## src/rtl/mul_div_pkg.sv

```systemverilog
// ============================================================================
// Module   : mul_div_pkg
// Purpose  : Shared types and constants for the signed multiply/divide unit.
// Revision : 1.0 - initial release
// ============================================================================
`default_nettype none

package mul_div_pkg;

  localparam int DEFAULT_WIDTH = 32;
  localparam int DEFAULT_CNT_W = 6;

  typedef enum logic {
    OP_MUL = 1'b0,
    OP_DIV = 1'b1
  } op_e;

  typedef enum logic [1:0] {
    IDLE = 2'd0,
    RUN  = 2'd1,
    FIX  = 2'd2,
    DONE = 2'd3
  } state_e;

  localparam logic [DEFAULT_WIDTH-1:0] DIV0_QUOTIENT = 32'hFFFF_FFFF;

endpackage

`default_nettype wire

```

## src/rtl/mul_div_step.sv

```systemverilog
// ============================================================================
// Module   : mul_div_step
// Purpose  : One combinational Booth (multiply) or non-restoring (divide) step.
// Revision : 1.0 - initial release
// ============================================================================
`default_nettype none

module mul_div_step
  import mul_div_pkg::*;
#(
  parameter int WIDTH = DEFAULT_WIDTH
) (
  input  logic [2*WIDTH:0] i_work,
  input  logic [WIDTH-1:0] i_operand,
  input  logic             i_op,
  output logic [2*WIDTH:0] o_workNext
);

  logic [WIDTH:0] w_acc;
  logic [WIDTH:0] w_mcand;
  logic [WIDTH:0] w_mulSum;
  logic [WIDTH:0] w_remShift;
  logic [WIDTH:0] w_divisor;
  logic [WIDTH:0] w_remNext;

  always_comb begin
    // Booth sum kept one bit wider so a -2^(W-1) multiplicand cannot overflow before the shift.
    w_acc   = {i_work[2*WIDTH], i_work[2*WIDTH:WIDTH+1]};
    w_mcand = {i_operand[WIDTH-1], i_operand};
    case (i_work[1:0])
      2'b01:   w_mulSum = w_acc + w_mcand;
      2'b10:   w_mulSum = w_acc - w_mcand;
      default: w_mulSum = w_acc;
    endcase

    w_remShift = {i_work[2*WIDTH-1:WIDTH], i_work[WIDTH-1]};
    w_divisor  = {1'b0, i_operand};
    w_remNext  = i_work[2*WIDTH] ? (w_remShift + w_divisor) : (w_remShift - w_divisor);

    if (i_op == OP_DIV) begin
      o_workNext = {w_remNext, i_work[WIDTH-2:0], ~w_remNext[WIDTH]};
    end else begin
      o_workNext = {w_mulSum, i_work[WIDTH:1]};
    end
  end

endmodule

`default_nettype wire

```

## src/rtl/mul_div_unit.sv

```systemverilog
// ============================================================================
// Module   : mul_div_unit
// Purpose  : Multi-cycle signed multiply/divide engine feeding Z_HI / Z_LO.
// Revision : 1.0 - initial release
// ============================================================================
`default_nettype none

module mul_div_unit
  import mul_div_pkg::*;
#(
  parameter int WIDTH = DEFAULT_WIDTH,
  parameter int CNT_W = DEFAULT_CNT_W
) (
  input  logic             clk,
  input  logic             clr,
  input  logic             start,
  input  logic             op,
  input  logic [WIDTH-1:0] a_in,
  input  logic [WIDTH-1:0] b_in,
  output logic             busy,
  output logic             done,
  output logic             div_by_zero,
  output logic [WIDTH-1:0] C_out_HI,
  output logic [WIDTH-1:0] C_out_LO
);

  state_e             r_state;
  logic [CNT_W-1:0]   r_cnt;
  logic [2*WIDTH:0]   r_work;
  logic [WIDTH-1:0]   r_operand;
  logic               r_op;
  logic               r_aNeg;
  logic               r_bNeg;
  logic               r_div0;

  logic [2*WIDTH:0]   w_workNext;
  logic [WIDTH-1:0]   w_aMag;
  logic [WIDTH-1:0]   w_bMag;
  logic               w_startDiv0;
  logic [WIDTH:0]     w_rem;
  logic [WIDTH-1:0]   w_quo;
  logic [WIDTH-1:0]   w_hiDiv;
  logic [WIDTH-1:0]   w_loDiv;

  mul_div_step #(.WIDTH(WIDTH)) u_step (
    .i_work     (r_work),
    .i_operand  (r_operand),
    .i_op       (r_op),
    .o_workNext (w_workNext)
  );

  always_comb begin
    w_aMag      = a_in[WIDTH-1] ? -a_in : a_in;
    w_bMag      = b_in[WIDTH-1] ? -b_in : b_in;
    w_startDiv0 = (op == OP_DIV) && (b_in == '0);
    // Final non-restoring correction, then re-apply signs (truncation toward zero).
    w_rem   = r_work[2*WIDTH:WIDTH] + (r_work[2*WIDTH] ? {1'b0, r_operand} : '0);
    w_quo   = r_work[WIDTH-1:0];
    w_hiDiv = r_aNeg ? -w_rem[WIDTH-1:0] : w_rem[WIDTH-1:0];
    w_loDiv = (r_aNeg ^ r_bNeg) ? -w_quo : w_quo;
  end

  always_ff @(posedge clk) begin
    if (!clr) begin
      r_state     <= IDLE;
      r_cnt       <= '0;
      r_work      <= '0;
      r_operand   <= '0;
      r_op        <= 1'b0;
      r_aNeg      <= 1'b0;
      r_bNeg      <= 1'b0;
      r_div0      <= 1'b0;
      busy        <= 1'b0;
      done        <= 1'b0;
      div_by_zero <= 1'b0;
      C_out_HI    <= '0;
      C_out_LO    <= '0;
    end else begin
      case (r_state)
        IDLE, DONE: begin
          done <= 1'b0;
          busy <= 1'b0;
          r_state <= IDLE;
          if (start) begin
            r_op        <= op;
            r_aNeg      <= a_in[WIDTH-1];
            r_bNeg      <= b_in[WIDTH-1];
            r_div0      <= w_startDiv0;
            r_cnt       <= '0;
            busy        <= 1'b1;
            div_by_zero <= 1'b0;
            if (op == OP_DIV) begin
              // A zero divisor keeps the raw dividend in the low half for the HI result.
              r_work    <= {{(WIDTH+1){1'b0}}, (w_startDiv0 ? a_in : w_aMag)};
              r_operand <= w_bMag;
            end else begin
              r_work    <= {{WIDTH{1'b0}}, b_in, 1'b0};
              r_operand <= a_in;
            end
            r_state <= w_startDiv0 ? FIX : RUN;
          end
        end
        RUN: begin
          r_work <= w_workNext;
          r_cnt  <= r_cnt + CNT_W'(1);
          if (r_cnt == CNT_W'(WIDTH-1)) begin
            r_cnt   <= '0;
            r_state <= FIX;
          end
        end
        FIX: begin
          busy    <= 1'b0;
          done    <= 1'b1;
          r_state <= DONE;
          if (r_op == OP_MUL) begin
            C_out_HI <= r_work[2*WIDTH:WIDTH+1];
            C_out_LO <= r_work[WIDTH:1];
          end else if (r_div0) begin
            C_out_HI    <= r_work[WIDTH-1:0];
            C_out_LO    <= DIV0_QUOTIENT;
            div_by_zero <= 1'b1;
          end else begin
            C_out_HI <= w_hiDiv;
            C_out_LO <= w_loDiv;
          end
        end
        default: r_state <= IDLE;
      endcase
    end
  end

endmodule

`default_nettype wire

```

## config.mk

```make
export PLATFORM = sky130hd
export DESIGN_NAME = mul_div_unit
export DESIGN_NICKNAME = d
export VERILOG_FILES = /design/src/rtl/mul_div_pkg.sv /design/src/rtl/mul_div_step.sv /design/src/rtl/mul_div_unit.sv
export SDC_FILE = /design/constraint.sdc
export NUM_CORES = 1
export LEC_CHECK = 0
export ABC_AREA = 0
export CELL_PAD_IN_SITES_DETAIL_PLACEMENT = 2
export CELL_PAD_IN_SITES_GLOBAL_PLACEMENT = 2
export CORE_ASPECT_RATIO = 1.75
export CORE_UTILIZATION = 37
export CTS_CLUSTER_SIZE = 12
export DETAILED_ROUTE_END_ITERATION = 16
export PLACE_DENSITY = 0.91
export SLEW_MARGIN = 25
export SYNTH_ARGS = -nofsm -noshare
export SYNTH_HDL_FRONTEND = slang
export SYNTH_SLANG_ARGS = --single-unit
```

## constraint.sdc

```tcl
create_clock -name clk -period 15.3 [get_ports clk]
set_clock_uncertainty 0.15 [all_clocks]
set_input_delay 2.295 -clock clk [delete_from_list [all_inputs] [get_ports clk]]
set_output_delay 2.295 -clock clk [all_outputs]
set_load 0.05 [all_outputs]
```

==> metrics.md, run 1 <==
| Metric | Value |
|---|---|
| Result of the run | `completed` |
| Max Fclk | `145 MHz` |
| Class of the most critical hold timing path | `reg2reg` |
| Count of state elements after synthesis | `176` |
| Global-route usage over all layers | `43.4%` |
| Initial cell density of the core | `37.7%` |
| Cell with the largest stage delay on the worst path | `a31oi_1` |
| Post-detail-place hpwl | `67900 microns` |
| Violation count after the first detailed-routing iteration | `1884` |
| Cells after Synth | `2489` |
| Core area | `47000 sq um` |
| Most frequent cells after synthesis | `nor2_1 (313), a21oi_1 (279), nand2_1 (222)` |
| Bufs on Longest Clock Path | `2` |
| Cell area power density | `195 nW/um^2` |
| Number of rows created at floorplan | `105` |
| First drt pass iteration count | `5` |
| DIE AREA | `48800 sq um` |
| Post-Synthesis Net Count | `2665` |
| Number of max-slew violations in the final report | `0` |
| Crit path kind | `reg2reg` |
| TritonCTS clock tree | `built` |
| Async set or reset register ratio after synthesis | `0%` |
| Area of combinational cells with multiple inputs | `13400 sq um` |
| Max-Cap Viols | `0` |
| Yosys top cell by area | `dfxtp_1` |
| Cells along the critical path | `inv_1 -> ha_1 -> nor3b_1 -> nand3_1 -> nor4_1 -> nor3b_1 -> nor2_1 -> xnor2_1 -> ha_1 -> a2111oi_0 -> a31oi_1 -> a22oi_1 -> a211oi_1 -> o31ai_1 -> a211oi_1 -> mux2_2 -> a31oi_1` |
| Routed length per instance | `34.8 microns` |
| Critical path capture point type | `flip-flop` |
| Later-pin clock latency in the skew report | `0.51 ns` |
| Final routed wirelength across all metal layers | `107000 microns` |
| Total Neg Setup Slack | `0 ns` |
| EDFF count, synth | `0` |
| Smallest hold slack | `0.356 ns` |
| Avg Inst Size Synth | `7.12 sq um` |
| Count of buffers added by post-CTS timing repair for setup | `0` |
| Least-Margin Pin Slew | `1.15 ns` |
| Top fanout value on the critical path | `7` |
| Port Buffer Count | `134` |
| Count of vias placed by the detailed router | `22000` |
| Clock-pin slew of the registers on the worst-case setup and hold paths | `0.08 ns` |
| Final critical path time including I/O delays and setup | `6.89 ns` |
| Part of the Yosys area used for sequential elements | `19.9%` |
| Commonest register cell after synthesis | `dfxtp_1` |
| Fraction of post-synthesis cell area in the top cell type by area | `19.9%` |
| Via count of the first global-routing pass | `24600` |
| Delay of the slowest critical-path stage | `0.82 ns` |
| Depth of the CTS H-tree | `4` |
| Count of cells resized by post-cts repair | `0` |
| Post-synth design cell area | `17700 sq um` |
| Register cell area after layout | `3530 sq um` |
| RSZ-0062 raised after global routing | `no` |
| Fill cell instance count of the final layout | `5338` |
| Required time at the endpoint of the critical path | `15.58 ns` |
| Cts-stage hold buffer count | `0` |
| Num Clock Sinks | `176` |
| Leakage component of the power | `7.70 nW` |
| Die height | `291 microns` |
| Initial antenna violation count | `4` |
| Number of vias per cell | `7.13` |
| Area growth syn-to-layout | `12.7%` |
| Dominant cells by area after synthesis | `dfxtp_1 (20%), a21oi_1 (7.9%), ha_1 (7.4%)` |
| Family of cells with the greatest summed delay on the critical path | `compound AO/OA/AOI/OAI gates` |
| Wire length of the first global-routing pass | `159000 microns` |
| Post-layout net count | `2662` |
| Clock root buffer | `clkbuf_16` |
| Maximum number of pins on one net before global-route repair | `92` |
| Horiz. Die Dim | `167 microns` |
| Share of final-layout standard cells stronger than drive strength 1 | `4.84%` |
| Headroom to the max-slew limit | `22.6%` |
| Routability congestion estimate | `0.976` |
| Count of boundary I/O pins | `135` |
| Final count of hold timing violations | `0` |
| Startpoint type of the worst setup path | `flip-flop` |
| Crit path buffers/inverters | `1` |
| Yosys synthesis warning count | `0` |
| Global route overflow | `0` |
| Total of endpoints with negative setup slack in the final report | `0` |
| Number of buffers created by CTS | `17` |
| Final total power | `3.89 mW` |
| Yosys cell types | `92` |
| Crit path arrival time | `7.17 ns` |
| Most numerous cell in the Yosys netlist | `nor2_1` |
| # DRC | `0` |
| Share of the clock period used by the worst path after layout | `45.1%` |
| Largest voltage drop on the vdd net | `0.0000879 V` |
| Detail Route Antenna Nets | `0` |
layout by cell type (no fill, tap or decap), drive strengths merged, types with 8 or more instances in the layout:
cell           instances
inv                   47
o211ai                46
a221oi                 8
and2                  41
mux2i                 62
nor4                  12
xnor2                124
or4                   13
dfxtp                176
a311oi                 9
buf                   27
o21ai                173
a31oi                 25
or2                   13
ha                   105
a22oi                 15
nand2b                18
nor2                 313
a211oi                79
nand3                 51
o41ai                 15
o21a                  17
a21o                  59
nor2b                 18
nor3                  54
nand4                 14
clkbuf                18
o31ai                 30
xor2                 118
a31o                   8
and3                  13
or3                   33
nor3b                 12
mux2                  10
clkdlybuf4s50        132
nand2                222
a21oi                281
power by group:
| part | total (mW) | switching, mW | internal [mW] | leakage [nW] |
|---|---|---|---|---|
| registers | 0.813 | 0.242 | 0.571 | 1.44 |
| logic | 2.55 | 1.76 | 0.787 | 5.95 |
| clock network | 0.530 | 0.248 | 0.281 | 0.307 |
path summary, 6_finish.rpt:
check / start / endpoint / slack, ns / cells after the start
setup / recovery: r_operand[1] / r_work[63] / 8.41 / 17
hold / removal: C_out_HI[16] / C_out_HI[16] / 0.36 / 2
setup reg to reg: r_operand[1] / r_work[63] / 8.41 / 17
hold reg to reg: C_out_HI[16] / C_out_HI[16] / 0.36 / 2
cells by family (layout without fill, tap and decap cells):
logic type / count (synthesis) / in the layout / share of synthesized area [%]
multiplexers: 72 / 72 / 4.16
AND/OR/NAND/NOR: 838 / 838 / 21.8
adder cells (fa/ha/maj): 108 / 108 / 7.75
other: 0 / 1 / 0
buffers and inverters: 228 / 238 / 4.99
flip-flops: 176 / 176 / 19.9
AO/OA/AOI/OAI: 825 / 825 / 29.4
XOR/XNOR: 242 / 242 / 12.0
cell type report:
| cell class | count | area share, % |
|---|---|---|
| Multi-Input combinational cell | 2085 | 66.9 |
| Clock buffer | 18 | 2.20 |
| Inverter | 47 | 0.889 |
| Antenna cell | 1 | 0.0125 |
| Tap cell | 588 | 3.68 |
| Timing Repair Buffer | 159 | 7.63 |
| Clock inverter | 14 | 1.03 |
| Sequential cell | 176 | 17.7 |
sequential cells by signal (all words and copies together) (netlist names), 2 cells and up:
signal,cells
C_out_HI,32
r_operand,32
r_cnt,6
C_out_LO,32
r_work,65
r_state,2
through the flow:
| stage | instances | util [%] | setup slack [ns] | cell area (sq um) |
|---|---|---|---|---|
| 6_report | 3088 | 42.5 | 8.41 | 20000 |
| 5_1_grt | 3088 | 42.5 | 8.01 | 20000 |
| 4_1_cts | 3087 | 42.5 | 8.85 | 20000 |
| 3_5_place_dp | 3055 | 41.1 | 8.85 | 19300 |
| 3_3_place_gp | 3055 | 41.1 | 9.02 | 19300 |
| 2_1_floorplan | 2489 | - | 10.07 | 17700 |
layer usage:
metal | GRT usage, % | up-vias | share of wire, %
met5 | 0 | - | 0.012
met4 | 39.3 | 2 | 10
met3 | 10.2 | 724 | 7.4
met2 | 74.2 | 1463 | 48
met1 | 43.7 | 10900 | 34
li1 | - | 8934 | -
worst register-to-register path, cell delays in order, from the launching register on:
cell,delay [ns]
dfxtp_1,0.38
inv_1,0.16
ha_1,0.24
nor3b_1,0.43
nand3_1,0.25
nor4_1,0.52
nor3b_1,0.53
nor2_1,0.13
xnor2_1,0.15
ha_1,0.69
a2111oi_0,0.25
a31oi_1,0.82
a22oi_1,0.32
a211oi_1,0.52
o31ai_1,0.26
a211oi_1,0.42
mux2_2,0.40
a31oi_1,0.19
Power figures use the tool's default switching activity.
==> run 2: changes to the inputs <==
CORE_UTILIZATION = 35   (was 37)
PLACE_DENSITY = 0.87   (was 0.91)
clock period = 7.2 ns   (was 15.3 ns; I/O delays follow)
==> run 2 against run 1 <==
Non-clock buffer count shrank 1; die area grew 5.7%; wire length shrank 18%; sequential share of layout area is essentially flat; final area grew 0.11%; combinational power grew 95%; sequential power grew 100%; core utilization shrank 2.3 points; clock power grew 91%; clock-buffer cell count shrank 1.
==> metrics.md, run 2 (synthesis results as in run 1) <==
| Metric | Value |
|---|---|
| Result of the run | `completed` |
| Final count of hold timing violations | `0 (unchanged)` |
| Share of the clock period used by the worst path after layout | `89.7% (+45 points)` |
| Required time at the endpoint of the critical path | `7.41 ns (-8.17 ns)` |
| Class of the most critical hold timing path | `reg2reg` |
| Initial antenna violation count | `2 (-2)` |
| Number of rows created at floorplan | `108 (+2.9%)` |
| Global-route usage over all layers | `34.4% (-9.1 points)` |
| Max reg flops | `65 (unchanged)` |
| Depth of the CTS H-tree | `4 (unchanged)` |
| Count of boundary I/O pins | `135 (unchanged)` |
| Crit path arrival time | `6.67 ns (-0.50 ns)` |
| Critical path capture point type | `flip-flop` |
| Routability congestion estimate | `0.954 (-2.3%)` |
| Most common cell after layout, fill and taps aside | `nor2_1` |
| Num Clock Sinks | `176 (unchanged)` |
| Routed length per instance | `27.7 microns (-20%)` |
| Commonest cells after routing, fill and taps aside | `nor2_1 (310), a21oi_1 (278), nand2_1 (221)` |
| Top fanout value on the critical path | `6 (-1)` |
| First drt pass iteration count | `7 (+2)` |
| Number of buffers created by CTS | `17 (unchanged)` |
| Final routed wirelength across all metal layers | `87600 microns (-18%)` |
| Least-Margin Pin Slew | `0.999 ns (-0.150 ns)` |
| Count of cells resized by post-cts repair | `0 (unchanged)` |
| Clock root buffer | `clkbuf_16` |
| DIE AREA | `51600 sq um (+5.7%)` |
| Port Buffer Count | `134 (unchanged)` |
| Post-layout net count | `2661 (-0.038%)` |
| Clock-pin slew of the registers on the worst-case setup and hold paths | `0.08 ns (about the same)` |
| Wire length of the first global-routing pass | `134000 microns (-16%)` |
| Core area | `49700 sq um (+5.7%)` |
| Number of vias per cell | `6.34 (-11%)` |
| Max Fclk | `155 MHz (+6.7%)` |
| Count of vias placed by the detailed router | `20000 (-9.1%)` |
| Horiz. Die Dim | `172 microns (+2.8%)` |
| Global route overflow | `0 (unchanged)` |
| Share of final-layout standard cells stronger than drive strength 1 | `4.84% (about the same)` |
| Headroom to the max-slew limit | `33.3% (+11 points)` |
| Violation count after the first detailed-routing iteration | `1131 (-40%)` |
| Area growth syn-to-layout | `12.9%` |
| Bufs on Longest Clock Path | `2 (unchanged)` |
| TritonCTS clock tree | `built` |
| Max-Cap Viols | `0 (unchanged)` |
| Count of buffers added by post-CTS timing repair for setup | `0 (unchanged)` |
| Top register by number of flip-flops | `r_work` |
| RSZ-0062 raised after global routing | `no` |
| Dpl cells | `3126 (+2.3%)` |
| Total of endpoints with negative setup slack in the final report | `0 (unchanged)` |
| Maximum number of pins on one net before global-route repair | `89 (-3.3%)` |
| Later-pin clock latency in the skew report | `0.49 ns (-0.02 ns)` |
| Count of non-filler cells in the finished layout | `3159 (+2.3%)` |
| # DRC | `0 (unchanged)` |
| Largest voltage drop on the vdd net | `0.000185 V (+110%)` |
| Leakage component of the power | `7.68 nW (-0.29%)` |
| Via count of the first global-routing pass | `22100 (-10%)` |
| Post-detail-place hpwl | `64600 microns (-4.9%)` |
| Initial cell density of the core | `35.6% (-2.0 points)` |
| Die height | `300 microns (+2.8%)` |
| Cell area power density | `382 nW/um^2 (+96%)` |
| Startpoint type of the worst setup path | `flip-flop` |
| Crit path kind | `reg2reg` |
| Number of max-slew violations in the final report | `0 (unchanged)` |
| Final critical path time including I/O delays and setup | `6.46 ns (-0.436 ns)` |
| Total Neg Setup Slack | `0 ns (unchanged)` |
| Detail Route Antenna Nets | `0 (unchanged)` |
| Cts-stage hold buffer count | `0 (unchanged)` |
[run 2: changes by cell type in the layout (fill, tap and decap cells not counted), moves of 2 or more]
cell        previous run  this run
inv_8                  2         6
o21ai_1                6         3
clkinvlp_4             3         1
clkinv_1               3         1
clkinv_8               0         3
o21ai_0              166       169
bufinv_16              4         0
[run 2: worst max-delay path: stages, from the launching register on]
cell and delay, ns:
dfxtp_1 0.38, inv_1 0.14, ha_1 0.21, nor3b_1 0.54
nand3_1 0.30, nor4_1 0.49, nor3b_1 0.45, nor3b_1 0.34
nor2_1 0.10, xor2_1 0.18, ha_1 0.23, a21o_1 0.19
a21oi_1 0.19, o21bai_1 0.14, a31oi_1 0.28, o21ai_0 0.25
nand2_1 0.21, o211ai_1 0.21, o41ai_1 0.61, xnor2_1 0.13
o21ai_0 0.43, o21ai_0 0.16
[run 2: worst paths after layout]
path                startpoint           to  slack [ns]  depth (start not counted)
setup reg to reg  r_operand[0]   r_work[60]        0.74                         21
setup / recovery  r_operand[0]   r_work[60]        0.74                         21
hold / removal     C_out_HI[8]  C_out_HI[8]        0.34                          2
hold reg to reg    C_out_HI[8]  C_out_HI[8]        0.34                          2
[run 2: power by group]
| part | internal [mW] | total, mW | switching [mW] |
|---|---|---|---|
| combinational | 1.66 | 4.98 | 3.32 |
| sequential | 1.21 | 1.66 | 0.451 |
| clock | 0.468 | 1.01 | 0.538 |
[run 2: area by class of cell]
class | count | area (sq um)
Fill cell | 5894 | 29700
Multi-Input combinational cell | 2085 | 13400
Sequential cell | 176 | 3530
Timing Repair Buffer | 158 | 1510
Tap cell | 660 | 826
Clock buffer | 17 | 425
Inverter | 47 | 179
Clock inverter | 15 | 164
Antenna cell | 1 | 2.50
[run 2: through the flow]
step / hold slack (ns) / setup slack (ns) / total power, mW / area (sq um) / util, %
after floorplan: 0.321 / 2.11 / 4.79 / 17700 / -
after global placement: 0.301 / 1.48 / 6.14 / 19400 / 39.0
after detailed placement: 0.321 / 1.16 / 6.43 / 19400 / 39.0
after CTS: 0.334 / 0.963 / 7.56 / 20000 / 40.2
after global routing: 0.371 / 0.426 / 7.97 / 20000 / 40.2
final: 0.337 / 0.742 / 7.65 / 20000 / 40.2
[run 2: layer usage]
| layer | track usage, % | share of wire (%) | vias to the layer above |
|---|---|---|---|
| li1 | - | - | 8927 |
| met1 | 35.8 | 36 | 10000 |
| met2 | 60.9 | 51 | 715 |
| met3 | 4.15 | 4.0 | 367 |
| met4 | 28.2 | 9.1 | 4 |
| met5 | 0 | 0.031 | - |
